File: config.mk
export PLATFORM = sky130hd
export DESIGN_NAME = mod_if_flat
export DESIGN_NICKNAME = d
export VERILOG_FILES = /design/src/rtl/mod_if_if.sv /design/src/rtl/mod_if.sv /design/src/flat_wrapper.sv
export SDC_FILE = /design/constraint.sdc
export NUM_CORES = 1
export LEC_CHECK = 0
export ABC_CLOCK_PERIOD_IN_PS = 2400
export BUFFER_PORTS_ARGS = -buffer_cell sky130_fd_sc_hd__buf_4
export CORE_ASPECT_RATIO = 0.8
export CORE_MARGIN = 4
export CORE_UTILIZATION = 35
export CTS_BUF_LIST = sky130_fd_sc_hd__clkbuf_4
export CTS_CLUSTER_SIZE = 25
export DETAILED_ROUTE_END_ITERATION = 6
export HOLD_SLACK_MARGIN = 0.05
export PLACE_DENSITY_LB_ADDON = 0.1
export SLEW_MARGIN = 20
export SYNTH_ARGS = -nofsm -noshare
export SYNTH_HDL_FRONTEND = slang
export SYNTH_SLANG_ARGS = --single-unit
File: constraint.sdc
create_clock -name clk -period 2.4 [get_ports clk]
set_input_delay 0.48 -clock clk [delete_from_list [all_inputs] [get_ports clk]]
set_output_delay 0.48 -clock clk [all_outputs]
set_load 0.1 [all_outputs]
File: src/rtl/mod_if_if.sv
`default_nettype none
// ============================================================================
//  Module      : mod_if_if
//  Description : Instruction-memory port between the fetch stage and the
//                instruction memory / cache.
//  Revision    : 1.0 - initial release
// ============================================================================
interface mod_if_if;
    logic        imem_req;
    logic [15:0] imem_addr;
    logic [15:0] imem_rdata;
    logic        imem_valid;

    modport master (
        output imem_req,
        output imem_addr,
        input  imem_rdata,
        input  imem_valid
    );

    modport slave (
        input  imem_req,
        input  imem_addr,
        output imem_rdata,
        output imem_valid
    );
endinterface
`default_nettype wire

File: src/rtl/mod_if.sv
`default_nettype none
// ============================================================================
//  Module      : mod_if
//  Description : Instruction-fetch stage with IF/ID register, skid capture,
//                redirect squash and HLT stop.
//  Revision    : 1.0 - initial release
// ============================================================================
module mod_if (
    input  wire         clk,
    input  wire         rst,
    input  wire         stall,
    input  wire         taken,
    input  wire  [15:0] new_pc,
    mod_if_if.master    imem,
    output logic [15:0] instruction,
    output logic [15:0] pc,
    output logic        valid,
    output logic        halted
);

    localparam logic [1:0] S_FETCH  = 2'd0;
    localparam logic [1:0] S_SQUASH = 2'd1;
    localparam logic [1:0] S_SKID   = 2'd2;
    localparam logic [1:0] S_HALT   = 2'd3;

    localparam logic [3:0]  c_HLT_OP   = 4'hF;
    localparam logic [15:0] c_RESET_PC = 16'h0000;

    logic [1:0]  r_state;
    logic [1:0]  w_state_nxt;
    logic [15:0] r_fetch_pc,   w_fetch_pc_nxt;
    logic [15:0] r_target,     w_target_nxt;
    logic [15:0] r_skid_instr, w_skid_instr_nxt;
    logic [15:0] r_skid_pc,    w_skid_pc_nxt;
    logic [15:0] r_instr,      w_instr_nxt;
    logic [15:0] r_pc,         w_pc_nxt;
    logic        r_valid,      w_valid_nxt;

    logic [15:0] w_pc_plus2;
    logic        w_rdata_hlt;
    logic        w_skid_hlt;

    assign w_pc_plus2  = r_fetch_pc + 16'd2;
    assign w_rdata_hlt = (imem.imem_rdata[15:12] == c_HLT_OP);
    assign w_skid_hlt  = (r_skid_instr[15:12] == c_HLT_OP);

    // State register
    always_ff @(posedge clk) begin
        if (rst) begin
            r_state <= S_FETCH;
        end else begin
            r_state <= w_state_nxt;
        end
    end

    // Next-state and datapath next values
    always_comb begin
        w_state_nxt      = r_state;
        w_fetch_pc_nxt   = r_fetch_pc;
        w_target_nxt     = r_target;
        w_skid_instr_nxt = r_skid_instr;
        w_skid_pc_nxt    = r_skid_pc;
        w_instr_nxt      = r_instr;
        w_pc_nxt         = r_pc;
        w_valid_nxt      = r_valid;

        if (stall) begin
            if (r_state == S_FETCH && imem.imem_valid) begin
                w_skid_instr_nxt = imem.imem_rdata;
                w_skid_pc_nxt    = w_pc_plus2;
                w_state_nxt      = S_SKID;
                if (!w_rdata_hlt) begin
                    w_fetch_pc_nxt = w_pc_plus2;
                end
            end else if (r_state == S_SQUASH && imem.imem_valid) begin
                // Abandoned-path response retires even while decode is stalled
                w_fetch_pc_nxt = r_target;
                w_state_nxt    = S_FETCH;
            end
        end else if (taken) begin
            w_valid_nxt = 1'b0;
            if (imem.imem_valid || r_state == S_SKID || r_state == S_HALT) begin
                w_fetch_pc_nxt = new_pc;
                w_state_nxt    = S_FETCH;
            end else begin
                // Request still in flight: keep address stable, remember target
                w_target_nxt = new_pc;
                w_state_nxt  = S_SQUASH;
            end
        end else begin
            case (r_state)
                S_FETCH: begin
                    if (imem.imem_valid) begin
                        w_instr_nxt = imem.imem_rdata;
                        w_pc_nxt    = w_pc_plus2;
                        w_valid_nxt = 1'b1;
                        if (w_rdata_hlt) begin
                            w_state_nxt = S_HALT;
                        end else begin
                            w_fetch_pc_nxt = w_pc_plus2;
                        end
                    end else begin
                        w_valid_nxt = 1'b0;
                    end
                end
                S_SQUASH: begin
                    w_valid_nxt = 1'b0;
                    if (imem.imem_valid) begin
                        w_fetch_pc_nxt = r_target;
                        w_state_nxt    = S_FETCH;
                    end
                end
                S_SKID: begin
                    w_instr_nxt = r_skid_instr;
                    w_pc_nxt    = r_skid_pc;
                    w_valid_nxt = 1'b1;
                    w_state_nxt = w_skid_hlt ? S_HALT : S_FETCH;
                end
                S_HALT: begin
                    w_valid_nxt = 1'b0;
                end
                default: begin
                    w_state_nxt = S_FETCH;
                end
            endcase
        end
    end

    always_ff @(posedge clk) begin
        if (rst) begin
            r_fetch_pc   <= c_RESET_PC;
            r_target     <= 16'h0000;
            r_skid_instr <= 16'h0000;
            r_skid_pc    <= 16'h0000;
            r_instr      <= 16'h0000;
            r_pc         <= 16'h0000;
            r_valid      <= 1'b0;
        end else begin
            r_fetch_pc   <= w_fetch_pc_nxt;
            r_target     <= w_target_nxt;
            r_skid_instr <= w_skid_instr_nxt;
            r_skid_pc    <= w_skid_pc_nxt;
            r_instr      <= w_instr_nxt;
            r_pc         <= w_pc_nxt;
            r_valid      <= w_valid_nxt;
        end
    end

    // Outputs decoded from state only
    always_comb begin
        imem.imem_req = (r_state == S_FETCH) || (r_state == S_SQUASH);
        halted        = (r_state == S_HALT);
    end

    assign imem.imem_addr = r_fetch_pc;
    assign instruction    = r_instr;
    assign pc             = r_pc;
    assign valid          = r_valid;

endmodule
`default_nettype wire

File: src/flat_wrapper.sv
// flat-port wrapper written by rule: the top's interface ports become plain ports
module mod_if_flat 
  (clk, rst, stall, taken, new_pc, instruction, pc, valid, halted, imem_imem_req, imem_imem_addr, imem_imem_rdata, imem_imem_valid);
  mod_if_if imem_i ();
  input  wire clk;
  input  wire rst;
  input  wire stall;
  input  wire taken;
  input  wire  [15:0] new_pc;
  output logic [15:0] instruction;
  output logic [15:0] pc;
  output logic valid;
  output logic halted;
  output wire logic [$bits(imem_i.imem_req)-1:0] imem_imem_req;
  output wire logic [$bits(imem_i.imem_addr)-1:0] imem_imem_addr;
  input wire logic [$bits(imem_i.imem_rdata)-1:0] imem_imem_rdata;
  input wire logic [$bits(imem_i.imem_valid)-1:0] imem_imem_valid;
  assign imem_imem_req = imem_i.imem_req;
  assign imem_imem_addr = imem_i.imem_addr;
  assign imem_i.imem_rdata = imem_imem_rdata;
  assign imem_i.imem_valid = imem_imem_valid;
  mod_if u_core (.clk(clk), .rst(rst), .stall(stall), .taken(taken), .new_pc(new_pc), .imem(imem_i), .instruction(instruction), .pc(pc), .valid(valid), .halted(halted));
endmodule
==> impl_metrics.csv, run 1 <==
group,metric,value,unit
drt,vias,4647,
drt,ant_nets,0,
hold_path,hp-class,"primary input to flop",
clock_network,postCtsHoldBufs,0,
global_route,grt_max_degree,46,
drt,vias_per_cell,5.35,
synthesis,synth_top_flop_cell,"dfxtp_1",
place,dp_hpwl,10000,um
power,seqPwrFrac,46.0,%
floorplan,pin_count,88,
cells_and_area,area_delta_synth_final,19.7,%
power,power_frac_comb,28.5,%
worst_setup_path,cp-start-kind,"flop",
clock_network,clockBufferDepth,2,
synthesis,synthCells,620,
worst_setup_path,slowest_stage,"dfxtp_1",
floorplan,dieWidth,139,um
power,peakVddDrop,315,uV
synthesis,synth_commonest_cells,"nand2_1, dfxtp_1, nor2_1",
clock_network,cts_tree,"built",
synthesis,ys_seq_area_share,41.5,%
power,switching_share,37.8,%
place,place_area,5550,um^2
synthesis,ys_types,67,
synthesis,synth_area_leaders,"dfxtp_1, nand2_1, nor2_1, a21oi_1, a311oi_1",
synthesis,syn_avg_cell_area,7.70,um^2
global_route,grtUsageTotal,18.2,%
synthesis,syn_area,4770,um^2
sta,finalHoldViolCount,0,
place,pre_cts_ws,286,ps
cells_and_area,final_area,5720,um^2
place,globalplace.congestion,0.821,
global_route,grt_pass1_wl,23300,um
sta,period_share,90.2,%
synthesis,yosys.area.top_type,"dfxtp_1",
floorplan,start_util,36.4,%
synthesis,synth-edff-count,0,
cells_and_area,num_antenna_cells,0,
floorplan,die_area,15600,um^2
place,port-buffer-count,87,
power,p_leak,2.16,nW
sta,worst_pin_slew,715,ps
synthesis,synthesis.nets,658,
flow_run,maxCapViolCount,0,
sta,slew_headroom,52.0,%
clock_network,cts_setup_buffers,0,
synthesis,synth.most_common_cell,"nand2_1",
drt,routed_wl,13900,um
clock_network,path_clk_slew,170,ps
clock_network,htree_levels,3,
global_route,overflow,0,
worst_setup_path,cp_max_fo,16,
worst_setup_path,worst_ep_required_time,1920,ps
power,p_int,2.50,mW
clock_network,numCtsBuffers,9,
worst_setup_path,worstPathCellList,"and2_1, buf_4",
power,p_switching,1.52,mW
synthesis,ys_seq_elements,99,
clock_network,clkSinkCount,99,
sta,final.setup.tns,0,ps
sta,layout_setup_ws,235,ps
synthesis,ys_warn_count,0,
worst_setup_path,cp.buffers_inverters,1,
drt,wl_per_cell,16.0,um
cells_and_area,nets,726,
global_route,antenna_found_initial,0,
global_route,grt_pass1_vias,4561,
worst_setup_path,crit_family,"flip-flops",
drt,drtIter0Drc,272,
sta,setup_viol,0,
floorplan,core_area,13100,um^2
sta,fin_crit,2160,ps
worst_setup_path,crit_type,"flop to primary output",
power,power.share.clock,25.5,%
clock_network,clock_latency,490,ps
clock_network,cts_resized,0,
cells_and_area,utilization,43.6,%
synthesis,yosysTopAreaCellShare,41.5,%
power,p_per_area,702,nW/um^2
cells_and_area,drive_gt1_share,20.3,%
worst_setup_path,cp-end-kind,"primary output",
drt,drt_pre_antenna_iters,5,
sta,finalClockSkew,26.9,ps
synthesis,async_flop_share,0,%
clock_network,cts_root_buf,"clkbuf_4",
outcome,status,"finished clean",
floorplan,num_rows,37,
sta,fmax,462,MHz
sta,slew_viol_final,0,
sta,rsz0062_at_grt,"no",
floorplan,die_y,112,um
drt,drcViolationCount,0,
worst_setup_path,critPathMaxStageDelay,680,ps
worst_setup_path,arrival,1680,ps
## sequential cells by signal, summed over array words and instances (netlist names)
register	count
u_core.imem.imem_addr	16
u_core.r_target	16
u_core.r_skid_pc	16
u_core.valid	1
u_core.pc	16
u_core.r_skid_instr	16
u_core.instruction	16
u_core.r_state	2
## metrics by stage
step | hold WS (ps) | total power, mW | cells
finish | 217 | 4.01 | 868
global route | 177 | 4.23 | 868
CTS | 183 | 4.07 | 868
detailed placement | 447 | 3.03 | 852
global placement | 442 | 3.02 | 852
floorplan | 433 | 2.73 | 620
## worst reg2reg max path, cell delays in order (launching register included)
cell and delay [ps]:
dfxtp_2 470, ha_1 300, nand3_2 240, nor4_1 420, a31oi_1 170, nand3b_1 180
a221oi_1 230
## cells in the final DEF, fill, tap and decap left out, types with 5 or more instances in the layout
| master | n |
|---|---|
| nand2_1 | 132 |
| buf_4 | 106 |
| dfxtp_1 | 95 |
| nor2_1 | 83 |
| a21oi_1 | 61 |
| o21ai_0 | 27 |
| a311oi_1 | 22 |
| nor3_1 | 18 |
| a211oi_1 | 11 |
| clkbuf_4 | 9 |
| a221oi_1 | 8 |
| xor2_1 | 7 |
| inv_1 | 6 |
| nand3_1 | 6 |
| nor4_1 | 6 |
| or3_1 | 6 |
| xnor2_1 | 6 |
| a22oi_1 | 6 |
| nand2b_1 | 5 |
## logic make-up after synthesis
logic type / after synthesis / share of synthesized area (%)
flip-flops: 99 / 41.5
adder cells (fa/ha/maj): 1 / 0.262
AO/OA/AOI/OAI: 168 / 23.0
multiplexers: 1 / 0.210
XOR/XNOR: 13 / 2.39
buffers and inverters: 57 / 6.58
AND/OR/NAND/NOR: 281 / 26.1
## metal layers
| layer | track usage [%] | vias up | share of wire (%) |
|---|---|---|---|
| li1 | - | 2317 | - |
| met1 | 24.4 | 2204 | 49 |
| met2 | 29.3 | 112 | 45 |
| met3 | 5.11 | 14 | 4.7 |
| met4 | 4.41 | 0 | 1.5 |
| met5 | 0 | - | 0 |
## path summary, 6_finish.rpt
path	to	start	cells after the start	slack, ps
worst max-delay path	halted	u_core.r_state[1]$_SDFFE_PP0P_	2	240
worst min-delay path	u_core.r_target[2]$_SDFFE_PP0P_	new_pc[2]	3	220
worst max register to register	u_core.imem.imem_addr[13]$_SDFFE_PP0P_	u_core.imem.imem_addr[1]$_SDFFE_PP0P_	6	320
worst min register to register	u_core.pc[6]$_SDFFE_PP0P_	u_core.pc[6]$_SDFFE_PP0P_	2	470
## area by class of cell
class,instances,area (um^2)
flip-flops and latches,99,1990
clock buffers,9,67.6
multi-input cells,464,2480
well taps,175,219
clock inverters,7,98.8
fillers,1349,7390
repair buffers,108,836
inverters,6,22.5
## power by group through the flow
stage | registers (mW) | clock network [mW] | logic (mW)
after floorplan | 2.25 | 0 | 0.481
after global placement | 1.88 | 0 | 1.14
after detailed placement | 1.88 | 0 | 1.15
after CTS | 1.85 | 1.07 | 1.15
after global routing | 1.86 | 1.13 | 1.23
final | 1.85 | 1.02 | 1.14
Power figures use the tool's default switching activity.
==> inputs of run 2 (changes only) <==
--- a/config.mk
+++ b/config.mk
@@ -14,7 +14,7 @@
 export CTS_CLUSTER_SIZE = 25
 export DETAILED_ROUTE_END_ITERATION = 6
 export HOLD_SLACK_MARGIN = 0.05
-export PLACE_DENSITY_LB_ADDON = 0.1
+export PLACE_DENSITY = 0.64
 export SLEW_MARGIN = 20
 export SYNTH_ARGS = -nofsm -noshare
 export SYNTH_HDL_FRONTEND = slang
==> run 2 against run 1 <==
Net effect: critical endpoint is now u_core.imem.imem_addr[13]$_SDFFE_PP0P_; worst setup slack improved by 110 ps; critical path type is now flop to flop; routed wire length barely moved; total power fell by 2.8%; largest cell class unchanged.
==> impl_metrics.csv, run 2 (synthesis gave the netlist of run 1 again) <==
group,metric,value,unit
outcome,status,"finished clean",
drt,top_layer,"met4",
floorplan,core_area,13100,um^2
global_route,overflow,0,
sta,final.setup.tns,0,ps
drt,vias_per_cell,5.43,
clock_network,cts_root_buf,"clkbuf_4",
drt,met3_length,926,um
clock_network,numCtsBuffers,9,
floorplan,die_y,112,um
place,dp.cells,848,
floorplan,num_rows,37,
clock_network,clockBufferDepth,2,
drt,ant_nets,0,
power,p_per_area,688,nW/um^2
place,port-buffer-count,87,
drt,wl_per_cell,16.1,um
drt,met2WireLength,6280,um
floorplan,die_area,15600,um^2
worst_setup_path,worst_ep_required_time,2780,ps
clock_network,htree_levels,3,
worst_setup_path,cp-start-kind,"flop",
place,dp_hpwl,9670,um
cells_and_area,area_delta_synth_final,18.7,%
worst_setup_path,worstPathCellList,"ha_1, nand3_2, nor4_1, a31oi_1, nand3b_1, a221oi_1",
global_route,grtUsageTotal,17.8,%
sta,period_share,85.6,%
power,p_leak,2.14,nW
global_route,grt_max_degree,54,
worst_setup_path,slowest_stage,"dfxtp_2",
flow_run,maxCapViolCount,0,
cells_and_area,drive_gt1_share,19.6,%
sta,fin_crit,2050,ps
clock_network,cts_tree,"built",
worst_setup_path,cp_max_fo,9,
sta,slew_headroom,58.2,%
floorplan,dieWidth,139,um
worst_setup_path,arrival,2430,ps
sta,fmax,487,MHz
global_route,grt_pass1_wl,22900,um
power,peakVddDrop,233,uV
cells_and_area,nets,722,
sta,finalClockSkew,21.2,ps
place,globalplace.congestion,0.904,
drt,routed_wl,13900,um
clock_network,clock_latency,480,ps
cells_and_area,layout.cells.non_filler,865,
sta,rsz0062_at_grt,"no",
sta,setup_viol,0,
clock_network,cts_setup_buffers,0,
drt,drcViolationCount,0,
floorplan,start_util,36.4,%
sta,finalHoldViolCount,0,
sta,worst_pin_slew,625,ps
sta,slew_viol_final,0,
drt,drt-met1-wl,6430,um
worst_setup_path,cp-end-kind,"flop",
drt,drt_pre_antenna_iters,5,
cells_and_area,layout_common_cells,"nand2_1, buf_4, dfxtp_1, nor2_1, a21oi_1",
hold_path,hp-class,"primary input to flop",
floorplan,pin_count,88,
worst_setup_path,crit_type,"flop to flop",
clock_network,cts_resized,0,
drt,vias,4693,
cells_and_area,fillCellCount,1337,
cells_and_area,final_common_cell,"nand2_1",
drt,drtIter0Drc,495,
worst_setup_path,critPathMaxStageDelay,460,ps
global_route,grt_pass1_vias,4543,
clock_network,path_clk_slew,160,ps
global_route,antenna_found_initial,1,
clock_network,clkSinkCount,99,
clock_network,postCtsHoldBufs,0,
## run 2: worst paths after layout
path	to	from	depth (start not counted)	slack (ps)
setup reg to reg	u_core.imem.imem_addr[13]$_SDFFE_PP0P_	u_core.imem.imem_addr[1]$_SDFFE_PP0P_	6	350
hold / removal	u_core.r_target[4]$_SDFFE_PP0P_	new_pc[4]	3	230
setup / recovery	u_core.imem.imem_addr[13]$_SDFFE_PP0P_	u_core.imem.imem_addr[1]$_SDFFE_PP0P_	6	350
hold reg to reg	u_core.pc[12]$_SDFFE_PP0P_	u_core.pc[12]$_SDFFE_PP0P_	2	470
## run 2: per-stage QoR
stage	setup WS [ps]	hold WS (ps)	instance area [um^2]	utilization (%)	power (mW)
after floorplan	23.9	433	4780	-	2.73
after global placement	377	442	5530	42.2	3.01
after detailed placement	376	450	5530	42.2	3.03
after CTS	362	203	5670	43.2	3.94
after global routing	56.0	193	5670	43.3	4.11
final	346	234	5670	43.3	3.90
## run 2: layout make-up
class                   count  area [um^2]  share of cell area, %
well taps                 175          219                   3.86
flip-flops and latches     99         1990                   35.1
diodes                      1         2.50                 0.0442
multi-input cells         464         2480                   43.8
inverters                   6         22.5                  0.397
clock buffers              10         75.1                   1.32
clock inverters             6         63.8                   1.13
repair buffers            104          818                   14.4
## run 2: per-layer routing
layer | vias up | GRT usage (%)
met5 | - | 0
met4 | 0 | 6.39
met3 | 24 | 4.39
met2 | 150 | 28.2
met1 | 2215 | 23.5
li1 | 2304 | -
## run 2: report_power, final
part           switching [mW]  total, mW  internal (mW)
registers              0.0960       1.85           1.75
clock network           0.574      0.907          0.333
logic                   0.832       1.15          0.314
## run 2: worst max-delay path, delay by kind of cell (launching register included)
kind / cells / cell delay (ps)
fa+ha+maj: 1 / 270
simple gates: 3 / 800
flops: 1 / 460
compound gates: 2 / 420
==> inputs of run 3 (changes only) <==
--- a/config.mk
+++ b/config.mk
@@ -7,6 +7,7 @@
 export LEC_CHECK = 0
 export ABC_CLOCK_PERIOD_IN_PS = 2400
 export BUFFER_PORTS_ARGS = -buffer_cell sky130_fd_sc_hd__buf_4
+export CAP_MARGIN = 15
 export CORE_ASPECT_RATIO = 0.8
 export CORE_MARGIN = 4
 export CORE_UTILIZATION = 35
@@ -14,7 +15,7 @@
 export CTS_CLUSTER_SIZE = 25
 export DETAILED_ROUTE_END_ITERATION = 6
 export HOLD_SLACK_MARGIN = 0.05
-export PLACE_DENSITY = 0.64
+export PLACE_DENSITY = 0.6
 export SLEW_MARGIN = 20
 export SYNTH_ARGS = -nofsm -noshare
 export SYNTH_HDL_FRONTEND = slang
==> run 3 against run 2 <==
Net effect: utilization up 0.53 points; via count shrank 0.55%; count of clock-buffer cells in the layout stayed put; clock power is 21% higher; combinational power barely moved; flip-flop and latch count is the same; die area did not move; sequential share of layout area down 0.43 points; routed wire length increased by 1.6%; fmax up 1.0%; critical endpoint unchanged; highest routed layer unchanged.
==> impl_metrics.csv, run 3 (synthesis gave the netlist of run 1 again) <==
group,metric,value,unit
outcome,status,"finished clean",
sta,layout_setup_ws,368,ps
global_route,grt_pass1_wl,23500,um
worst_setup_path,critPathMaxStageDelay,460,ps
clock_network,cts_tree,"built",
place,pre_cts_ws,358,ps
drt,drt_pre_antenna_iters,5,
drt,vias_per_cell,5.37,
floorplan,core_area,13100,um^2
clock_network,path_clk_slew,160,ps
worst_setup_path,crit_family,"simple AND/OR/NAND/NOR gates",
sta,setup_viol,0,
floorplan,dieWidth,139,um
sta,finalClockSkew,22.1,ps
power,p_leak,2.18,nW
power,p_per_area,714,nW/um^2
drt,drtIter0Drc,430,
global_route,grt_max_degree,46,
worst_setup_path,cp-start-kind,"flop",
sta,fin_crit,2030,ps
global_route,grtUsageTotal,18.3,%
floorplan,die_y,112,um
worst_setup_path,crit_type,"flop to flop",
worst_setup_path,worst_ep_required_time,2800,ps
sta,rsz0062_at_grt,"no",
drt,routed_wl,14200,um
cells_and_area,nets,726,
cells_and_area,final_common_cell,"nand2_1",
global_route,antenna_found_initial,1,
sta,final.setup.tns,0,ps
sta,hold_ws,228,ps
hold_path,min_from,"new_pc[9]",
global_route,grt_pass1_vias,4487,
cells_and_area,layout.cells.non_filler,869,
floorplan,pin_count,88,
sta,worst_pin_slew,643,ps
global_route,overflow,0,
floorplan,start_util,36.4,%
sta,slew_headroom,56.8,%
clock_network,postCtsHoldBufs,0,
clock_network,htree_levels,3,
cells_and_area,area_delta_synth_final,20.2,%
clock_network,cts_resized,0,
sta,slew_viol_final,0,
flow_run,maxCapViolCount,0,
worst_setup_path,cp_max_fo,9,
clock_network,cts_setup_buffers,0,
clock_network,numCtsBuffers,9,
worst_setup_path,arrival,2430,ps
cells_and_area,drive_gt1_share,20.2,%
sta,fmax,492,MHz
place,port-buffer-count,87,
clock_network,clock_latency,480,ps
drt,ant_nets,0,
drt,drcViolationCount,0,
sta,finalHoldViolCount,0,
place,dp.cells,852,
worst_setup_path,cp-end-kind,"flop",
sta,period_share,84.7,%
worst_setup_path,crit-reg2reg-launch,"u_core.imem.imem_addr[2]$_SDFFE_PP0P_",
cells_and_area,utilization,43.8,%
power,peakVddDrop,303,uV
worst_setup_path,slowest_stage,"nor4_1",
worst_setup_path,worstPathCellList,"ha_1, nand3_2, nor4_1, a31oi_1, nand3b_1, a221oi_1",
clock_network,cts_root_buf,"clkbuf_4",
worst_setup_path,cp-startpoint,"u_core.imem.imem_addr[2]$_SDFFE_PP0P_",
hold_path,hp-class,"primary input to flop",
place,globalplace.congestion,0.868,
clock_network,clockBufferDepth,2,
place,dp_hpwl,10000,um
drt,wl_per_cell,16.3,um
worst_setup_path,cp.buffers_inverters,0,
floorplan,num_rows,37,
clock_network,clkSinkCount,99,
floorplan,die_area,15600,um^2
cells_and_area,layout_common_cells,"nand2_1, buf_4, dfxtp_1, nor2_1, a21oi_1",
drt,vias,4667,
-- run 3: cell type report --
cell class	count	area, um^2
clock buffer	10	75.1
multi-input combinational	464	2480
sequential	99	1990
clock inverter	6	104
tap	175	219
timing repair buffer	108	848
antenna	1	2.50
inverter	6	22.5
fill	1316	7360
-- run 3: worst paths after layout --
path | endpoint | slack, ps | cells after the start
worst max-delay path | u_core.imem.imem_addr[13]$_SDFFE_PP0P_ | 370 | 6
worst max register to register | u_core.imem.imem_addr[13]$_SDFFE_PP0P_ | 370 | 6
worst min-delay path | u_core.r_target[9]$_SDFFE_PP0P_ | 230 | 3
worst min register to register | u_core.pc[15]$_SDFFE_PP0P_ | 460 | 2
-- run 3: routing by layer --
| metal | part of all wire (%) | GRT usage, % | vias to the layer above |
|---|---|---|---|
| li1 | - | - | 2310 |
| met1 | 47 | 24.9 | 2221 |
| met2 | 46 | 28.9 | 125 |
| met3 | 5.6 | 4.68 | 11 |
| met4 | 1.1 | 4.94 | 0 |
| met5 | 0 | 0 | - |
-- run 3: worst register-to-register path, delay by kind of cell, from the launching register on --
family | cells | cell delay, ps
adders and majority gates | 1 | 270
AOI/OAI and AO/OA | 2 | 420
and+or+nand+nor | 3 | 870
DFF | 1 | 410
-- run 3: per-stage QoR --
| stage | total power, mW | area, um^2 |
|---|---|---|
| 3_5_place_dp | 3.04 | 5560 |
| 2_1_floorplan | 2.73 | 4780 |
| 6_report | 4.10 | 5740 |
| 4_1_cts | 4.13 | 5740 |
| 5_1_grt | 4.31 | 5740 |
| 3_3_place_gp | 3.02 | 5560 |
-- run 3: power by group --
part | switching, mW | internal, mW | total (mW)
registers | 0.0897 | 1.75 | 1.84
clock network | 0.564 | 0.533 | 1.10
logic | 0.842 | 0.318 | 1.16
